<file path="src/rtl/mem_port_arbiter_pkg.sv">
// Shared types and defaults for the fetch/data memory port arbiter.
package mem_port_arbiter_pkg;

   typedef enum logic {
      IDLE = 1'b0,
      WAIT = 1'b1
   } state_t;

   typedef enum logic {
      GRANT_I = 1'b0,
      GRANT_D = 1'b1
   } grant_t;

   localparam int unsigned MEM_LAT_DEF = 2;
   localparam int unsigned CNT_W       = 3;

endpackage

</file>
<file path="src/rtl/mem_port_arbiter_rr_arb2.sv">
// Two-requester round-robin arbiter: a lone requester always wins, a tie goes
// to whoever did not win last. The last winner is remembered on issue.
module rr_arb2
   import mem_port_arbiter_pkg::*;
(
   input  logic   clk_i,
   input  logic   rst_i,
   input  logic   ireq_i,
   input  logic   dreq_i,
   input  logic   issue_i,
   output grant_t grant_o
);

   grant_t last_q;
   grant_t last_d;

   // Grant selection: tie broken against the previous winner.
   always_comb begin
      grant_o = GRANT_I;
      last_d  = last_q;
      if (ireq_i && dreq_i) begin
         grant_o = (last_q == GRANT_I) ? GRANT_D : GRANT_I;
      end else if (dreq_i) begin
         grant_o = GRANT_D;
      end
      if (issue_i) begin
         last_d = grant_o;
      end
   end

   // Last-grant register; resets to I so the first tie after reset favours D.
   always_ff @(posedge clk_i) begin
      if (rst_i) begin
         last_q <= GRANT_I;
      end else begin
         last_q <= last_d;
      end
   end

endmodule

</file>
<file path="src/rtl/mem_port_arbiter.sv">
// Shares one single-port memory between an instruction fetch port and a data
// port. Writes complete in the issue cycle; reads wait MEM_LAT cycles.
module mem_port_arbiter
   import mem_port_arbiter_pkg::*;
#(
   parameter int MEM_LAT = MEM_LAT_DEF
) (
   input  logic        Clk,
   input  logic        Reset,
   input  logic        IReq,
   input  logic [31:0] IAddr,
   output logic [31:0] IData,
   output logic        IReady,
   input  logic        DReq,
   input  logic        DWe,
   input  logic [31:0] DAddr,
   input  logic [31:0] DWData,
   output logic [31:0] DRData,
   output logic        DReady,
   output logic        MemEn,
   output logic        MemWe,
   output logic [31:0] MemAddr,
   output logic [31:0] MemWData,
   input  logic [31:0] MemRData,
   output logic        Stall
);

   localparam logic [CNT_W-1:0] CNT_LOAD = CNT_W'(MEM_LAT - 1);

   state_t            state_q, state_d;
   logic [CNT_W-1:0]  cnt_q, cnt_d;
   grant_t            wgnt_q, wgnt_d;
   logic [31:0]       idata_q, idata_d;
   logic [31:0]       drdata_q, drdata_d;
   grant_t            grant;
   logic              issue;

   rr_arb2 u_arb (
      .clk_i   (Clk),
      .rst_i   (Reset),
      .ireq_i  (IReq),
      .dreq_i  (DReq),
      .issue_i (issue),
      .grant_o (grant)
   );

   // Next-state and memory/handshake outputs; everything idles while Reset is high.
   always_comb begin
      state_d  = state_q;
      cnt_d    = cnt_q;
      wgnt_d   = wgnt_q;
      idata_d  = idata_q;
      drdata_d = drdata_q;
      issue    = 1'b0;
      MemEn    = 1'b0;
      MemWe    = 1'b0;
      MemAddr  = '0;
      MemWData = '0;
      IReady   = 1'b0;
      DReady   = 1'b0;
      IData    = idata_q;
      DRData   = drdata_q;
      if (!Reset) begin
         case (state_q)
            IDLE: begin
               if (IReq || DReq) begin
                  issue = 1'b1;
                  MemEn = 1'b1;
                  if (grant == GRANT_D) begin
                     MemAddr = DAddr;
                     if (DWe) begin
                        MemWe    = 1'b1;
                        MemWData = DWData;
                        DReady   = 1'b1;
                     end else begin
                        state_d = WAIT;
                        cnt_d   = CNT_LOAD;
                        wgnt_d  = GRANT_D;
                     end
                  end else begin
                     MemAddr = IAddr;
                     state_d = WAIT;
                     cnt_d   = CNT_LOAD;
                     wgnt_d  = GRANT_I;
                  end
               end
            end
            WAIT: begin
               if (cnt_q == '0) begin
                  state_d = IDLE;
                  if (wgnt_q == GRANT_I) begin
                     IReady  = 1'b1;
                     IData   = MemRData;
                     idata_d = MemRData;
                  end else begin
                     DReady   = 1'b1;
                     DRData   = MemRData;
                     drdata_d = MemRData;
                  end
               end else begin
                  cnt_d = cnt_q - 1'b1;
               end
            end
            default: state_d = IDLE;
         endcase
      end
   end

   // State, latency counter and captured read data.
   always_ff @(posedge Clk) begin
      if (Reset) begin
         state_q  <= IDLE;
         cnt_q    <= '0;
         wgnt_q   <= GRANT_I;
         idata_q  <= '0;
         drdata_q <= '0;
      end else begin
         state_q  <= state_d;
         cnt_q    <= cnt_d;
         wgnt_q   <= wgnt_d;
         idata_q  <= idata_d;
         drdata_q <= drdata_d;
      end
   end

   assign Stall = (IReq && !IReady) || (DReq && !DReady);

endmodule

</file>
<file path="config.mk">
export PLATFORM = sky130hd
export DESIGN_NAME = mem_port_arbiter
export DESIGN_NICKNAME = d
export VERILOG_FILES = /design/src/rtl/mem_port_arbiter_pkg.sv /design/src/rtl/mem_port_arbiter_rr_arb2.sv /design/src/rtl/mem_port_arbiter.sv
export SDC_FILE = /design/constraint.sdc
export NUM_CORES = 1
export LEC_CHECK = 0
export CAP_MARGIN = 20
export CORE_ASPECT_RATIO = 0.8
export CORE_UTILIZATION = 37
export DETAILED_ROUTE_END_ITERATION = 10
export GPL_TIMING_DRIVEN = 0
export PLACE_DENSITY_LB_ADDON = 0.3
export SETUP_SLACK_MARGIN = 0.4
export SLEW_MARGIN = 20
export SYNTH_ARGS = -nofsm -noshare
export SYNTH_HDL_FRONTEND = slang
export SYNTH_SLANG_ARGS = --single-unit
</file>
<file path="constraint.sdc">
create_clock -name Clk -period 1.8 [get_ports Clk]
set_input_delay 0.18 -clock Clk [delete_from_list [all_inputs] [get_ports Clk]]
set_output_delay 0.18 -clock Clk [all_outputs]
set_load 0.03 [all_outputs]
</file>
* After elaboration in Yosys (flattened, before gate mapping) *
Index checks and enable logic that the tools add are counted.

cells by class
  add/sub/neg operators = 1
  equality and inequality tests = 4
  mux-type cells = 48
  bitwise operators = 1
  reduce and logical (&&, ||, !) cells = 10

operators by type and width
  cell                                                                 number
  32-bit 2-to-1 mux                                                    17
  1-bit 2-to-1 mux                                                     24
  3-bit 2-to-1 mux                                                     4
  2-bit != test (second input constant)                                3
  3-bit case mux with 2 select lines                                   1
  3-bit AND reduction                                                  2
  1-bit case mux with 2 select lines                                   2
  1-bit logical AND                                                    3
  3-bit zero test                                                      1
  3-bit != test (second input constant)                                1
  3-bit by 1-bit subtractor with 3-bit output (second input constant)  1
  1-bit zero test                                                      2
  1-bit logical OR                                                     2
  1-bit inverter                                                       1

word-level totals
  register bits after elaboration = 70
  output and inout bits = 133
  word-level logic and storage cells = 70

* Logic depth before layout (Yosys ltp) *
Gate-level depths: netlist of run 1.

  depth after elaboration = 9
  depth in mapped cells = 9
  mapped depth without buffers = 6

* Cells and area by module *
From an unflattened synthesis of run 1, not the netlist that was laid out.

unflattened totals
  cells, all modules = 501
  area, all modules = 4239.1 sq um

by module, submodules not included
  module            times used  cells each  area an instance (sq um)
  mem_port_arbiter  1           496         4187.8
  rr_arb2           1           5           51.3

* Least setup slack after synthesis of run 1 *
Ideal clock, no wire load.

  path type = reg-to-output
  start point = register cnt_q[0]
  end point = output port Stall
  arrival time = 1939 ps
  slack = -319 ps
  stages on the path, launching flop included = 9
  path through = dfxtp_1 -> inv_1 -> ha_1 -> ha_1 -> buf_4 -> nand4b_4 -> buf_6 -> nand2_1 -> o21ai_0

on the way
  cells in the longest elaborated chain, start to end = 7
  elaborated cells on any way between the ends = 12
  those cells by class = mux: 6; reduce/logical: 6

ends and longest elaborated chain
  element                                                                 line                     text
  from (decl)                                                             mem_port_arbiter.sv:31   logic [CNT_W-1:0] cnt_q, cnt_d;
  from (signal assigned)                                                  mem_port_arbiter.sv:119  cnt_q <= cnt_d;
  3-bit zero test (*)                                                     mem_port_arbiter.sv:89   if (cnt_q == '0) begin
  1-bit 2-to-1 mux                                                        mem_port_arbiter.sv:89
  1-bit case mux with 2 select lines or 1-bit 2-to-1 mux (tied branches)  mem_port_arbiter.sv:64   case (state_q)
  1-bit 2-to-1 mux                                                        mem_port_arbiter.sv:63   if (!Reset) begin
  1-bit zero test                                                         mem_port_arbiter.sv:126  assign Stall = (IReq && !IReady) || (DReq && !DReady);
  1-bit logical AND                                                       mem_port_arbiter.sv:126
  1-bit logical OR (*)                                                    mem_port_arbiter.sv:126
  to (decl)                                                               mem_port_arbiter.sv:25   output logic Stall

Every way passes the cells marked *; elsewhere a longest branch is shown, timed or not.

* Worst setup path after layout of run 1 *
  start point = register cnt_q[1]
  end point = output port DRData[21]

on the way
  cells in the longest elaborated chain, start to end = 4

ends and longest elaborated chain
  element            line                    text
  3-bit zero test    mem_port_arbiter.sv:89
  32-bit 2-to-1 mux  mem_port_arbiter.sv:89
  32-bit 2-to-1 mux  mem_port_arbiter.sv:64
  32-bit 2-to-1 mux  mem_port_arbiter.sv:63
  to (decl)          mem_port_arbiter.sv:18  output logic [31:0] DRData,

No other way between the ends.

==> impl_metrics.env, run 1 <==
export IMPL_numCtsBuffers=9
export IMPL_powerDensity_nw_per_um2=679
export IMPL_slew_headroom=0.463
export IMPL_synth_area_top_cells="dfxtp_1 35%, nand2_1 18%, mux2_2 17%, a21oi_1 12%, and2_1 4.8%"
export IMPL_portBuffers=263
export IMPL_yosysSeqAreaShare=0.345
export IMPL_grt_pass1_wl_um=28700
export IMPL_dpl_instance_area_um2=7670
export IMPL_drtIter0Drc=785
export IMPL_power_internal_mw=4.24
export IMPL_gp_congestion=0.881
export IMPL_r2r_end="drdata_q[11]"
export IMPL_final_area_um2=9780
export IMPL_multi_input_area_um2=3540
export IMPL_grt_max_degree=14
export IMPL_wl_um=26900
export IMPL_final_nets=1018
export IMPL_violations="negative setup slack"
export IMPL_wl_per_cell_um=26.1
export IMPL_cts_sinks=70
export IMPL_timing_fmax_mhz=423
export IMPL_regArea_um2=1410
export IMPL_die_w_um=119
export IMPL_power_leakage_nw=4.21
export IMPL_worst_slew_pin_slew_ns=0.806
export IMPL_hpwl_um=12400
export IMPL_arrival_ns=2.18
export IMPL_die_area_um2=11400
export IMPL_postRouteAntennaNets=0
export IMPL_drive_gt1_frac=0.559
export IMPL_reg2regPathDepth=10
export IMPL_cts_htree_levels=3
export IMPL_cts_tree="built"
export IMPL_crit_path_max_fanout=5
export IMPL_seqPwrFrac=0.261
export IMPL_synth_seq_cells=70
export IMPL_crit_chain="inv_2, ha_4, ha_4, buf_6, nand4b_4, buf_6, buf_12, buf_6, mux2_4, buf_6"
export IMPL_synth_nets=677
export IMPL_critPathLaunch="cnt_q[1]"
export IMPL_p_total_mw=6.64
export IMPL_fin_ws_ns=-0.563
export IMPL_n_fill_cell=310
export IMPL_p_sw_frac=0.361
export IMPL_synth_area_um2=4060
export IMPL_switching_power_mw=2.39
export IMPL_rsz0062_at_grt="yes"
export IMPL_slowest_stage="dfxtp_2"
export IMPL_grt_overflow_total=0
export IMPL_fp_dieH_um=95.7
export IMPL_hold_path_class="reg2reg"
export IMPL_final_period_utilization=1.31
export IMPL_hold_end="drdata_q[12]"
export IMPL_min_delay_start="drdata_q[12]"
export IMPL_design_portCount=266
export IMPL_worst_setup_path_end_kind="output pin"
export IMPL_clkPwrFrac=0.276
export IMPL_hold_viol=0
export IMPL_vias_per_cell=6.05
export IMPL_grt_use_total=0.329
export IMPL_fin_setup_tns_ns=-46.98
export IMPL_netlist_cell_type_count=31
export IMPL_crit_path_max_incr_delay_ns=0.34
export IMPL_finalSetupViolCount=195
export IMPL_grt_antenna_before_repair=0
export IMPL_syn_inst=542
export IMPL_combPwrFrac=0.463
export IMPL_row_count=33
export IMPL_drv_slew=0
export IMPL_area_delta_synth_final_pct=141
export IMPL_clk_latency_ns=0.34
export IMPL_clk_path_buf_depth=2
export IMPL_ir_worst_vdd_uv=470
export IMPL_drv_cap=0
export IMPL_post_route_drc_count=0
export IMPL_antenna_cells=0
export IMPL_cp_common_cell="buf_6"
export IMPL_dr_pass1_iters=6
export IMPL_yosysTopAreaCellShare=0.345
export IMPL_start_util=0.388
export IMPL_root_buffer="clkbuf_16"
export IMPL_core_area_um2=10400
export IMPL_avgSynthCellArea_um2=7.48
export IMPL_hold_depth=2
export IMPL_min_period_ns=2.36
export IMPL_status="complete, but fails checks"
export IMPL_worstPathRequired_ns=1.62
export IMPL_grt_pass1_vias=5517
export IMPL_clk_pin_slew_worst_paths_ns=0.06
export IMPL_ys_warn_count=0
export IMPL_r2r_start="cnt_q[1]"
export IMPL_start_kind="flip-flop"
export IMPL_critical_path_class="reg2out"
export IMPL_synth_area_leader_cell="dfxtp_1"
export IMPL_r2r_setup_slack_ns=-0.33
export IMPL_finClkSkew_ns=0.00995
export IMPL_route_vias_total=6222
## sequential cells by signal, summed over array words and instances, names as in the netlist
name,cells
drdata_q,32
idata_q,32
wgnt_q,1
u_arb.last_q,1
cnt_q,3
state_q,1
## worst max-delay path by stage
stage	endpoint	slack (ns)	cells past startpoint
final	DRData[21]	-0.56	10
after global routing	IData[15]	-0.59	10
after CTS	DRData[15]	-0.47	10
after detailed placement	MemWData[10]	-0.93	7
after global placement	MemAddr[26]	-0.87	6
after floorplan	IData[22]	0.10	7
## power by group through the flow
stage               Combinational, mW  Sequential, mW  Clock [mW]
finish                           3.07            1.73        1.83
global route                     3.15            1.74        1.89
CTS                              2.48            1.70        1.77
detailed placement               2.14            1.74           0
global placement                 2.09            1.73           0
floorplan                        1.31            1.72           0
## critical path: cells and delay by family (launching register included)
kind | cells | cell delay [ns]
simple gates | 1 | 0.13
flops | 1 | 0.34
mux | 1 | 0.30
buf+inv | 6 | 0.75
fa+ha+maj | 2 | 0.30
## repair_timing
action | 4_1_cts | 5_1_grt
gates cloned | 7 | 11
resized for setup | 1020 | 156
buffers inserted | 35 | 14
setup endpoints to repair | 199 | 200
pin swaps | 11 | 47
endpoints found under the hold margin | 0 | 0
hold buffers | 0 | 0
## routing by layer
metal,routed length [um],vias up,GRT usage
met4,2090,0,0.162
met5,0,-,0
met3,2380,197,0.0658
met2,13200,558,0.609
li1,-,2492,-
met1,9220,2975,0.362
## stage by stage
| stage | setup WS (ns) | util | hold slack, ns | cells |
|---|---|---|---|---|
| after floorplan | 0.101 | - | 0.316 | 542 |
| after global placement | -0.874 | 0.734 | 0.440 | 945 |
| after detailed placement | -0.932 | 0.734 | 0.447 | 945 |
| after CTS | -0.470 | 0.855 | 0.371 | 1003 |
| after global routing | -0.591 | 0.936 | 0.457 | 1028 |
| final | -0.563 | 0.936 | 0.471 | 1028 |
## logic make-up after synthesis
logic type               share of synthesized area
AND/OR/NAND/NOR                              0.261
AO/OA/AOI/OAI                                0.147
flip-flops                                   0.345
multiplexers                                 0.180
buffers and inverters                       0.0601
adder cells (fa/ha/maj)                    0.00617
## cell usage after synthesis, drive strengths merged
| library cell | number |
|---|---|
| nand2 | 194 |
| a21oi | 98 |
| dfxtp | 70 |
| mux2 | 64 |
| and2 | 31 |
| clkbuf | 25 |
| buf | 19 |
| nor2 | 7 |
| inv | 6 |
| o21ai | 5 |
| and3 | 4 |
| nand2b | 3 |
| a211oi | 2 |
| ha | 2 |
| nand3 | 2 |
| a21bo | 1 |
| a21boi | 1 |
| a221o | 1 |
| a32o | 1 |
| and3b | 1 |
| mux2i | 1 |
| nand3b | 1 |
| nand4b | 1 |
| o21bai | 1 |
| o221a | 1 |
## final cells by class
type | count | share of cell area
tap | 140 | 0.0179
timing repair buffer | 330 | 0.382
inverter | 6 | 0.00230
clock inverter | 7 | 0.00742
sequential | 70 | 0.144
clock buffer | 9 | 0.0230
multi-input combinational | 422 | 0.362
buffer | 44 | 0.0605
## placed cells by master, fill, tap and decap left out, drive strengths merged
cell and count:
buf 213, nand2 194, clkdlybuf4s50 129, a21oi 98, dfxtp 70, mux2 64, clkbuf 41, and2 31
nor2 7, inv 7, o21ai 5, and3 4, nand2b 3, clkinv 3, a211oi 2, ha 2
clkinvlp 2, nand3 2, a21boi 1, a21bo 1, nand4b 1, nand3b 1, a221o 1, a32o 1
and3b 1, o21bai 1, o221a 1, mux2i 1, bufinv 1
(Power assumes the default switching activity.)
==> inputs of run 2 (changes only) <==
Settings changed: PLACE_DENSITY set to 0.93, PLACE_DENSITY_LB_ADDON 0.3 to not set, SYNTH_HIERARCHICAL set to 1.
==> run 2 against run 1 <==
Against the previous run:
- synthesized cell count decreased by 7.6%
- the flow now stops in global routing
- area after synthesis increased by 4.5%
==> impl_metrics.env, run 2 <==
export IMPL_numCtsBuffers=9
export IMPL_ys_warn_count=6
export IMPL_ys_flop_type="dfxtp_1"
export IMPL_portBuffers=265
export IMPL_synth_nets=636
export IMPL_avgSynthCellArea_um2=8.46
export IMPL_fp_dieH_um=97.7
export IMPL_start_util=0.385
export IMPL_synth_adder_area_share=0.00590
export IMPL_synth_compound_area_frac=0.102
export IMPL_muxShareOfSynthArea=0.271
export IMPL_yosysSeqAreaShare=0.331
export IMPL_status="stopped before the end"
export IMPL_synth_area_top_cells="dfxtp_1 33%, nand2_1 12%, mux2_4 10%, mux2_2 9.3%, a21oi_1 7.8%"
export IMPL_synth_edff_count=0
export IMPL_yosysTopAreaCellShare=0.331
export IMPL_synth_most_common_cell="nand2_1"
export IMPL_netlist_cell_type_count=35
export IMPL_synth_simple_area_share=0.220
export IMPL_synth_seq_cells=70
export IMPL_failing_step="global routing"
export IMPL_syn_inst=501
export IMPL_synth_xor_area_share=0
export IMPL_die_w_um=122
export IMPL_cts_sinks=70
export IMPL_root_buffer="clkbuf_16"
export IMPL_cts_htree_levels=3
export IMPL_clk_path_buf_depth=2
export IMPL_grt_overflow_total=490
export IMPL_synth_top_family_by_area="multiplexers"
export IMPL_holdBufCountCts=0
export IMPL_gp_congestion=0.842
export IMPL_worst_endpoint_kind="output port"
export IMPL_synth_area_um2=4240
export IMPL_hpwl_um=13400
export IMPL_grt_max_degree=14
export IMPL_design_portCount=266
export IMPL_row_count=34
export IMPL_error="[ERROR GRT-0232] Routing congestion too high. Check the congestion heatmap in the GUI."
export IMPL_synthTopCellsByCount="131 x nand2_1, 70 x dfxtp_1, 66 x a21oi_1"
export IMPL_synthArstFlopShare=0
export IMPL_grt_use_total=0.899
export IMPL_synth_area_leader_cell="dfxtp_1"
export IMPL_crit_endpoint="IData[15]"
run 2: cell count changes after synthesis, sizes merged, moves of 3 or more:
cell,previous run,this run
buf,19,29
mux2i,1,32
clkbuf,25,12
and3,4,1
o21ai,5,2
nor2,7,35
a21oi,98,66
nand2,194,132
run 2: logic make-up after synthesis:
| kind of cell | after synthesis |
|---|---|
| muxes | 96 |
| DFF | 70 |
| adders and majority gates | 2 |
| AOI/OAI and AO/OA | 77 |
| and+or+nand+nor | 209 |
| buffers and inverters | 47 |
run 2: timing repair:
item / 4_1_cts
pin swaps: 19
endpoints found under the setup margin: 199
gates resized for setup: 989
gates cloned: 13
endpoints found under the hold margin: 0
setup buffers: 50
run 2: per-stage QoR:
| step | instance area (um^2) | std cells | setup slack (ns) |
|---|---|---|---|
| after floorplan | 4810 | 501 | -0.0494 |
| after global placement | 7640 | 910 | -1.08 |
| after detailed placement | 7640 | 910 | -1.07 |
| after CTS | 9510 | 989 | -0.509 |
run 2: layer usage:
layer  overflow  GRT usage
met1          1      0.865
met2        325       1.11
met3          0      0.682
met4        164       1.06
met5          0      0.129
==> inputs of run 3 (changes only) <==
Settings changed: CORE_ASPECT_RATIO 0.8 to not set, CORE_UTILIZATION 37 to 25, PLACE_DENSITY 0.93 to not set, PLACE_DENSITY_LB_ADDON set to 0.15, SETUP_SLACK_MARGIN 0.4 to not set.
==> run 3 against run 2 <==
Against the previous run:
- the flow now finishes, with violations (negative setup slack)
- synthesized cell count did not move
- area after synthesis is the same
==> impl_metrics.env, run 3 <==
export IMPL_slowest_stage="dfxtp_2"
export IMPL_grt_max_degree=13
export IMPL_drv_slew=0
export IMPL_finClkSkew_ns=0.00543
export IMPL_grt_pass1_wl_um=26200
export IMPL_synth_most_common_cell="nand2_1"
export IMPL_portBuffers=265
export IMPL_powerDensity_nw_per_um2=627
export IMPL_drtIter0Drc=189
export IMPL_start_util=0.256
export IMPL_avgSynthCellArea_um2=8.46
export IMPL_synth_area_top_cells="dfxtp_1 33%, nand2_1 12%, mux2_4 10%, mux2_2 9.3%, a21oi_1 7.8%"
export IMPL_final_nets=959
export IMPL_min_period_ns=2.22
export IMPL_root_buffer="clkbuf_16"
export IMPL_postRouteAntennaNets=0
export IMPL_drive_gt1_frac=0.457
export IMPL_fp_dieH_um=132
export IMPL_crit_path_max_incr_delay_ns=0.32
export IMPL_post_route_drc_count=0
export IMPL_violations="negative setup slack"
export IMPL_final_area_um2=8970
export IMPL_slew_headroom=0.615
export IMPL_wl_um=17000
export IMPL_synth_area_um2=4240
export IMPL_grt_overflow_total=0
export IMPL_synth_seq_cells=70
export IMPL_cts_htree_levels=3
export IMPL_hpwl_um=12100
export IMPL_cp_common_cell="buf_6"
export IMPL_critical_path_class="reg2out"
export IMPL_row_count=47
export IMPL_ys_warn_count=6
export IMPL_final_period_utilization=1.23
export IMPL_fin_ws_ns=-0.420
export IMPL_synth_edff_count=0
export IMPL_ys_flop_type="dfxtp_1"
export IMPL_clk_latency_ns=0.33
export IMPL_final_cell_mix="130 x nand2_1, 130 x clkdlybuf4s50_1, 129 x buf_6, 66 x a21oi_1, 66 x dfxtp_1"
export IMPL_grt_pass1_vias=4947
export IMPL_combPwrFrac=0.363
export IMPL_clkPwrFrac=0.341
export IMPL_timing_fmax_mhz=450
export IMPL_power_leakage_nw=3.81
export IMPL_switching_power_mw=1.66
export IMPL_hold_path_class="reg2reg"
export IMPL_crit_path_max_fanout=5
export IMPL_timing_hold_ws_ns=0.454
export IMPL_start_kind="flip-flop"
export IMPL_synth_area_leader_cell="dfxtp_1"
export IMPL_cts_tree="built"
export IMPL_dr_pass1_iters=4
export IMPL_antenna_cells=0
export IMPL_arrival_ns=2.04
export IMPL_design_portCount=266
export IMPL_grt_antenna_before_repair=0
export IMPL_pre_cts_ws_ns=-1.18
export IMPL_worst_slew_pin_slew_ns=0.578
export IMPL_synthArstFlopShare=0
export IMPL_rsz0062_at_grt="yes"
export IMPL_clk_pin_slew_worst_paths_ns=0.05
export IMPL_netlist_cell_type_count=35
export IMPL_ir_worst_vdd_uv=437
export IMPL_area_delta_synth_final_pct=112
export IMPL_wl_per_cell_um=16.2
export IMPL_dp_cells=986
export IMPL_gp_congestion=0.807
export IMPL_drv_cap=0
export IMPL_n_fill_cell=1485
export IMPL_hold_viol=0
export IMPL_die_w_um=132
export IMPL_yosysSeqAreaShare=0.331
export IMPL_layout_cells_non_filler=1049
export IMPL_crit_chain="inv_2, ha_4, ha_4, nand2_4, nor3_4, buf_6, buf_6, buf_8, mux2_4, buf_6"
export IMPL_numCtsBuffers=9
export IMPL_route_vias_total=4785
export IMPL_cts_sinks=70
export IMPL_yosysTopAreaCellShare=0.331
export IMPL_finalSetupViolCount=130
export IMPL_grt_use_total=0.193
export IMPL_seqPwrFrac=0.296
export IMPL_syn_inst=501
export IMPL_worstPathRequired_ns=1.62
export IMPL_worst_setup_path_end_kind="output pin"
export IMPL_synth_nets=636
export IMPL_core_area_um2=16600
export IMPL_p_sw_frac=0.296
export IMPL_top_regs="drdata_q: 32 flops, idata_q: 32 flops, cnt_q: 3 flops"
export IMPL_synthTopCellsByCount="131 x nand2_1, 70 x dfxtp_1, 66 x a21oi_1"
export IMPL_dpl_instance_area_um2=7260
export IMPL_status="complete, but fails checks"
export IMPL_clk_path_buf_depth=2
export IMPL_die_area_um2=17500
export IMPL_vias_per_cell=4.56
export IMPL_power_internal_mw=3.96
[run 3: cell counts after synthesis]
Identical to the previous run, type by type.
[run 3: area by class of cell]
type / count / area [um^2] / share of cell area
flip-flops and latches: 70 / 1410 / 0.157
multi-input cells: 384 / 3090 / 0.344
clock buffers: 11 / 243 / 0.0271
clock inverters: 5 / 81.3 / 0.00907
well taps: 220 / 275 / 0.0307
repair buffers: 320 / 3510 / 0.392
plain buffers: 33 / 338 / 0.0377
inverters: 6 / 25.0 / 0.00279
[run 3: path summary, 6_finish.rpt]
check,start,endpoint,slack (ns),depth (start not counted)
setup / recovery,cnt_q[0],IData[18],-0.42,10
hold / removal,idata_q[28],idata_q[28],0.45,2
setup reg to reg,cnt_q[0],idata_q[3],0.09,10
hold reg to reg,idata_q[28],idata_q[28],0.45,2
[run 3: logic make-up after synthesis]
kind of cell               after synthesis  share of synthesized area
AOI/OAI and AO/OA                       77                      0.102
adders and majority gates                2                    0.00590
buffers and inverters                   47                     0.0702
DFF                                     70                      0.331
muxes                                   96                      0.271
and+or+nand+nor                        209                      0.220
[run 3: layer usage]
| metal | track usage | share of wire |
|---|---|---|
| met4 | 0.0613 | 0.019 |
| met2 | 0.360 | 0.53 |
| met5 | 0 | 0 |
| met1 | 0.212 | 0.39 |
| met3 | 0.0496 | 0.062 |
[run 3: critical path, delay by kind of cell, from the launching register on]
family | cells | cell delay (ns)
muxes | 1 | 0.30
adders and majority gates | 2 | 0.29
DFF | 1 | 0.32
buffers and inverters | 5 | 0.58
and+or+nand+nor | 2 | 0.20
[run 3: timing repair]
action,4_1_cts,5_1_grt
hold buffers,0,0
pin swaps,19,28
gates cloned,11,0
setup endpoints to repair,163,144
setup buffers,33,18
resized for setup,1063,79
[run 3: power by group through the flow]
| stage | Clock (mW) | Sequential [mW] | Combinational (mW) |
|---|---|---|---|
| after floorplan | 0 | 1.68 | 0.867 |
| after global routing | 2.04 | 1.67 | 2.16 |
| final | 1.92 | 1.66 | 2.04 |
| after detailed placement | 0 | 1.69 | 1.61 |
| after global placement | 0 | 1.69 | 1.59 |
| after CTS | 1.96 | 1.66 | 1.99 |
[run 3: stage by stage]
step	util	TNS [ns]	power, mW
floorplan	-	-1.14	2.55
global route	0.541	-43.51	5.86
global placement	0.438	-112.63	3.28
CTS	0.530	-33.94	5.61
finish	0.541	-33.88	5.62
detailed placement	0.438	-116.04	3.30
==> inputs of run 4 (changes only) <==
Settings changed: SETUP_SLACK_MARGIN set to 0.3.
==> run 4 against run 3 <==
Against the previous run:
- the flow still finishes with violations (negative setup slack)
- critical endpoint is now DRData[2]
- hold slack gained 0.0023 ns
- design area grew 12%
- largest cell class unchanged
- global-route usage is 0.14 points higher
- clock skew increased by 0.00092 ns
- largest power group unchanged
- sequential cell count unchanged
- clock power is 8% lower
- wire length increased by 5.9%
- die area did not move
==> impl_metrics.env, run 4 (synthesis gave the netlist of run 3 again) <==
export IMPL_drtIter0Drc=170
export IMPL_antenna_cells=0
export IMPL_drv_slew=0
export IMPL_crit_path_max_fanout=10
export IMPL_min_delay_start="drdata_q[12]"
export IMPL_clk_latency_ns=0.33
export IMPL_final_cell_mix="138 x buf_6, 130 x clkdlybuf4s50_1, 76 x nand2_1, 66 x dfxtp_1, 64 x mux2_4"
export IMPL_die_w_um=132
export IMPL_root_buffer="clkbuf_16"
export IMPL_multi_input_area_um2=3710
export IMPL_post_route_drc_count=0
export IMPL_worstPathRequired_ns=1.62
export IMPL_drive_gt1_frac=0.626
export IMPL_slew_headroom=0.496
export IMPL_area_delta_synth_final_pct=138
export IMPL_start_util=0.256
export IMPL_grt_pass1_vias=4761
export IMPL_powerDensity_nw_per_um2=578
export IMPL_die_area_um2=17500
export IMPL_route_vias_total=4864
export IMPL_cts_sinks=70
export IMPL_grt_antenna_before_repair=0
export IMPL_wl_um=18000
export IMPL_reg2regPathDepth=11
export IMPL_hold_depth=2
export IMPL_final_nets=983
export IMPL_worst_slew_pin_slew_ns=0.756
export IMPL_design_portCount=266
export IMPL_fin_ws_ns=-0.469
export IMPL_critical_path_class="reg2out"
export IMPL_grt_overflow_total=0
export IMPL_clk_pin_slew_worst_paths_ns=0.06
export IMPL_rsz0062_at_grt="yes"
export IMPL_violations="negative setup slack"
export IMPL_grt_use_total=0.195
export IMPL_worst_setup_path_end_kind="output pin"
export IMPL_core_area_um2=16600
export IMPL_dr_pass1_iters=4
export IMPL_portBuffers=265
export IMPL_fp_dieH_um=132
export IMPL_r2r_end="idata_q[4]"
export IMPL_n_fill_cell=1325
export IMPL_hold_path_class="reg2reg"
export IMPL_postRouteAntennaNets=0
export IMPL_start_kind="flip-flop"
export IMPL_layout_commonest_cell="buf_6"
export IMPL_top_regs="drdata_q: 32 flops, idata_q: 32 flops, cnt_q: 3 flops"
export IMPL_hpwl_um=12600
export IMPL_r2r_setup_slack_ns=-0.02
export IMPL_vias_per_cell=4.54
export IMPL_arrival_ns=2.09
export IMPL_hold_end="drdata_q[12]"
export IMPL_final_period_utilization=1.26
export IMPL_cts_tree="built"
export IMPL_status="complete, but fails checks"
export IMPL_holdBufCountCts=0
export IMPL_finalSetupViolCount=140
export IMPL_min_period_ns=2.27
export IMPL_regArea_um2=1410
export IMPL_pre_cts_ws_ns=-1.05
export IMPL_power_leakage_nw=4.27
export IMPL_gp_congestion=0.878
export IMPL_wl_per_cell_um=16.8
export IMPL_row_count=47
export IMPL_drv_cap=0
export IMPL_finClkSkew_ns=0.00635
export IMPL_grt_max_degree=12
export IMPL_hold_viol=0
export IMPL_timing_fmax_mhz=441
export IMPL_fin_setup_tns_ns=-40.21
export IMPL_clk_path_buf_depth=2
export IMPL_ir_worst_vdd_uv=467
export IMPL_numCtsBuffers=9
export IMPL_r2r_start="cnt_q[0]"
export IMPL_grt_pass1_wl_um=26600
export IMPL_cts_htree_levels=3
## run 4: cell count changes in the layout (fill, tap and decap cells not counted), moves of 20 or more
cell,before,now
nand2_4,1,42
a21oi_2,0,48
clkdlybuf4s15_2,0,29
nor2_2,4,24
nand2_1,130,76
a21oi_1,66,18
## run 4: critical path, stage by stage, from the launching register on
cell	delay, ns
dfxtp_2	0.32
inv_2	0.06
ha_4	0.14
ha_4	0.12
buf_6	0.11
nand4_4	0.18
buf_8	0.23
mux2_4	0.30
clkdlybuf4s15_2	0.28
## run 4: how the worst max path moves through the flow
stage,start,endpoint,slack (ns),cells after the start
2_1_floorplan,cnt_q[1],IData[22],-0.05,8
3_3_place_gp,DReq,MemWData[12],-1.03,8
3_5_place_dp,DReq,MemWData[10],-1.05,8
4_1_cts,cnt_q[1],DRData[2],-0.48,8
5_1_grt,cnt_q[1],DRData[5],-0.54,8
6_report,cnt_q[1],DRData[2],-0.47,8
## run 4: power by group
group	total, mW	switching (mW)	internal (mW)	leakage (nW)
logic	2.41	1.10	1.30	3.56
registers	1.67	0.0429	1.62	0.569
clock network	1.76	0.658	1.10	0.141
## run 4: area by class of cell
class / instances / share of cell area
Tap cell: 220 / 0.0273
Sequential cell: 70 / 0.140
Multi-Input combinational cell: 384 / 0.368
Buffer: 41 / 0.0578
Inverter: 6 / 0.00261
Clock inverter: 4 / 0.00472
Clock buffer: 11 / 0.0241
Timing Repair Buffer: 336 / 0.376
## run 4: repair_timing
action                     in CTS  in global routing
buffers inserted               39                 20
gates cloned                    8                  4
setup endpoints to repair     196                200
pin swaps                      18                 29
resized for setup             949                202
hold endpoints to repair        0                  0
## run 4: per-stage QoR
step           total power, mW   util  instances  area, um^2  hold slack [ns]
4_1_cts                   5.50  0.545       1048        9040            0.456
2_1_floorplan             2.61      -        501        4560            0.316
6_report                  5.83  0.608       1072       10100            0.456
3_3_place_gp              3.34  0.452        986        7490            0.440
3_5_place_dp              3.37  0.452        986        7490            0.448
5_1_grt                   6.05  0.608       1072       10100            0.473
## run 4: layer usage
metal  track usage  wire length (um)  vias up
met4        0.0613               378        0
met5             0                 0        -
met2         0.351              9490      127
met1         0.230              7360     2337
li1              -                 -     2371
met3        0.0396               725       29
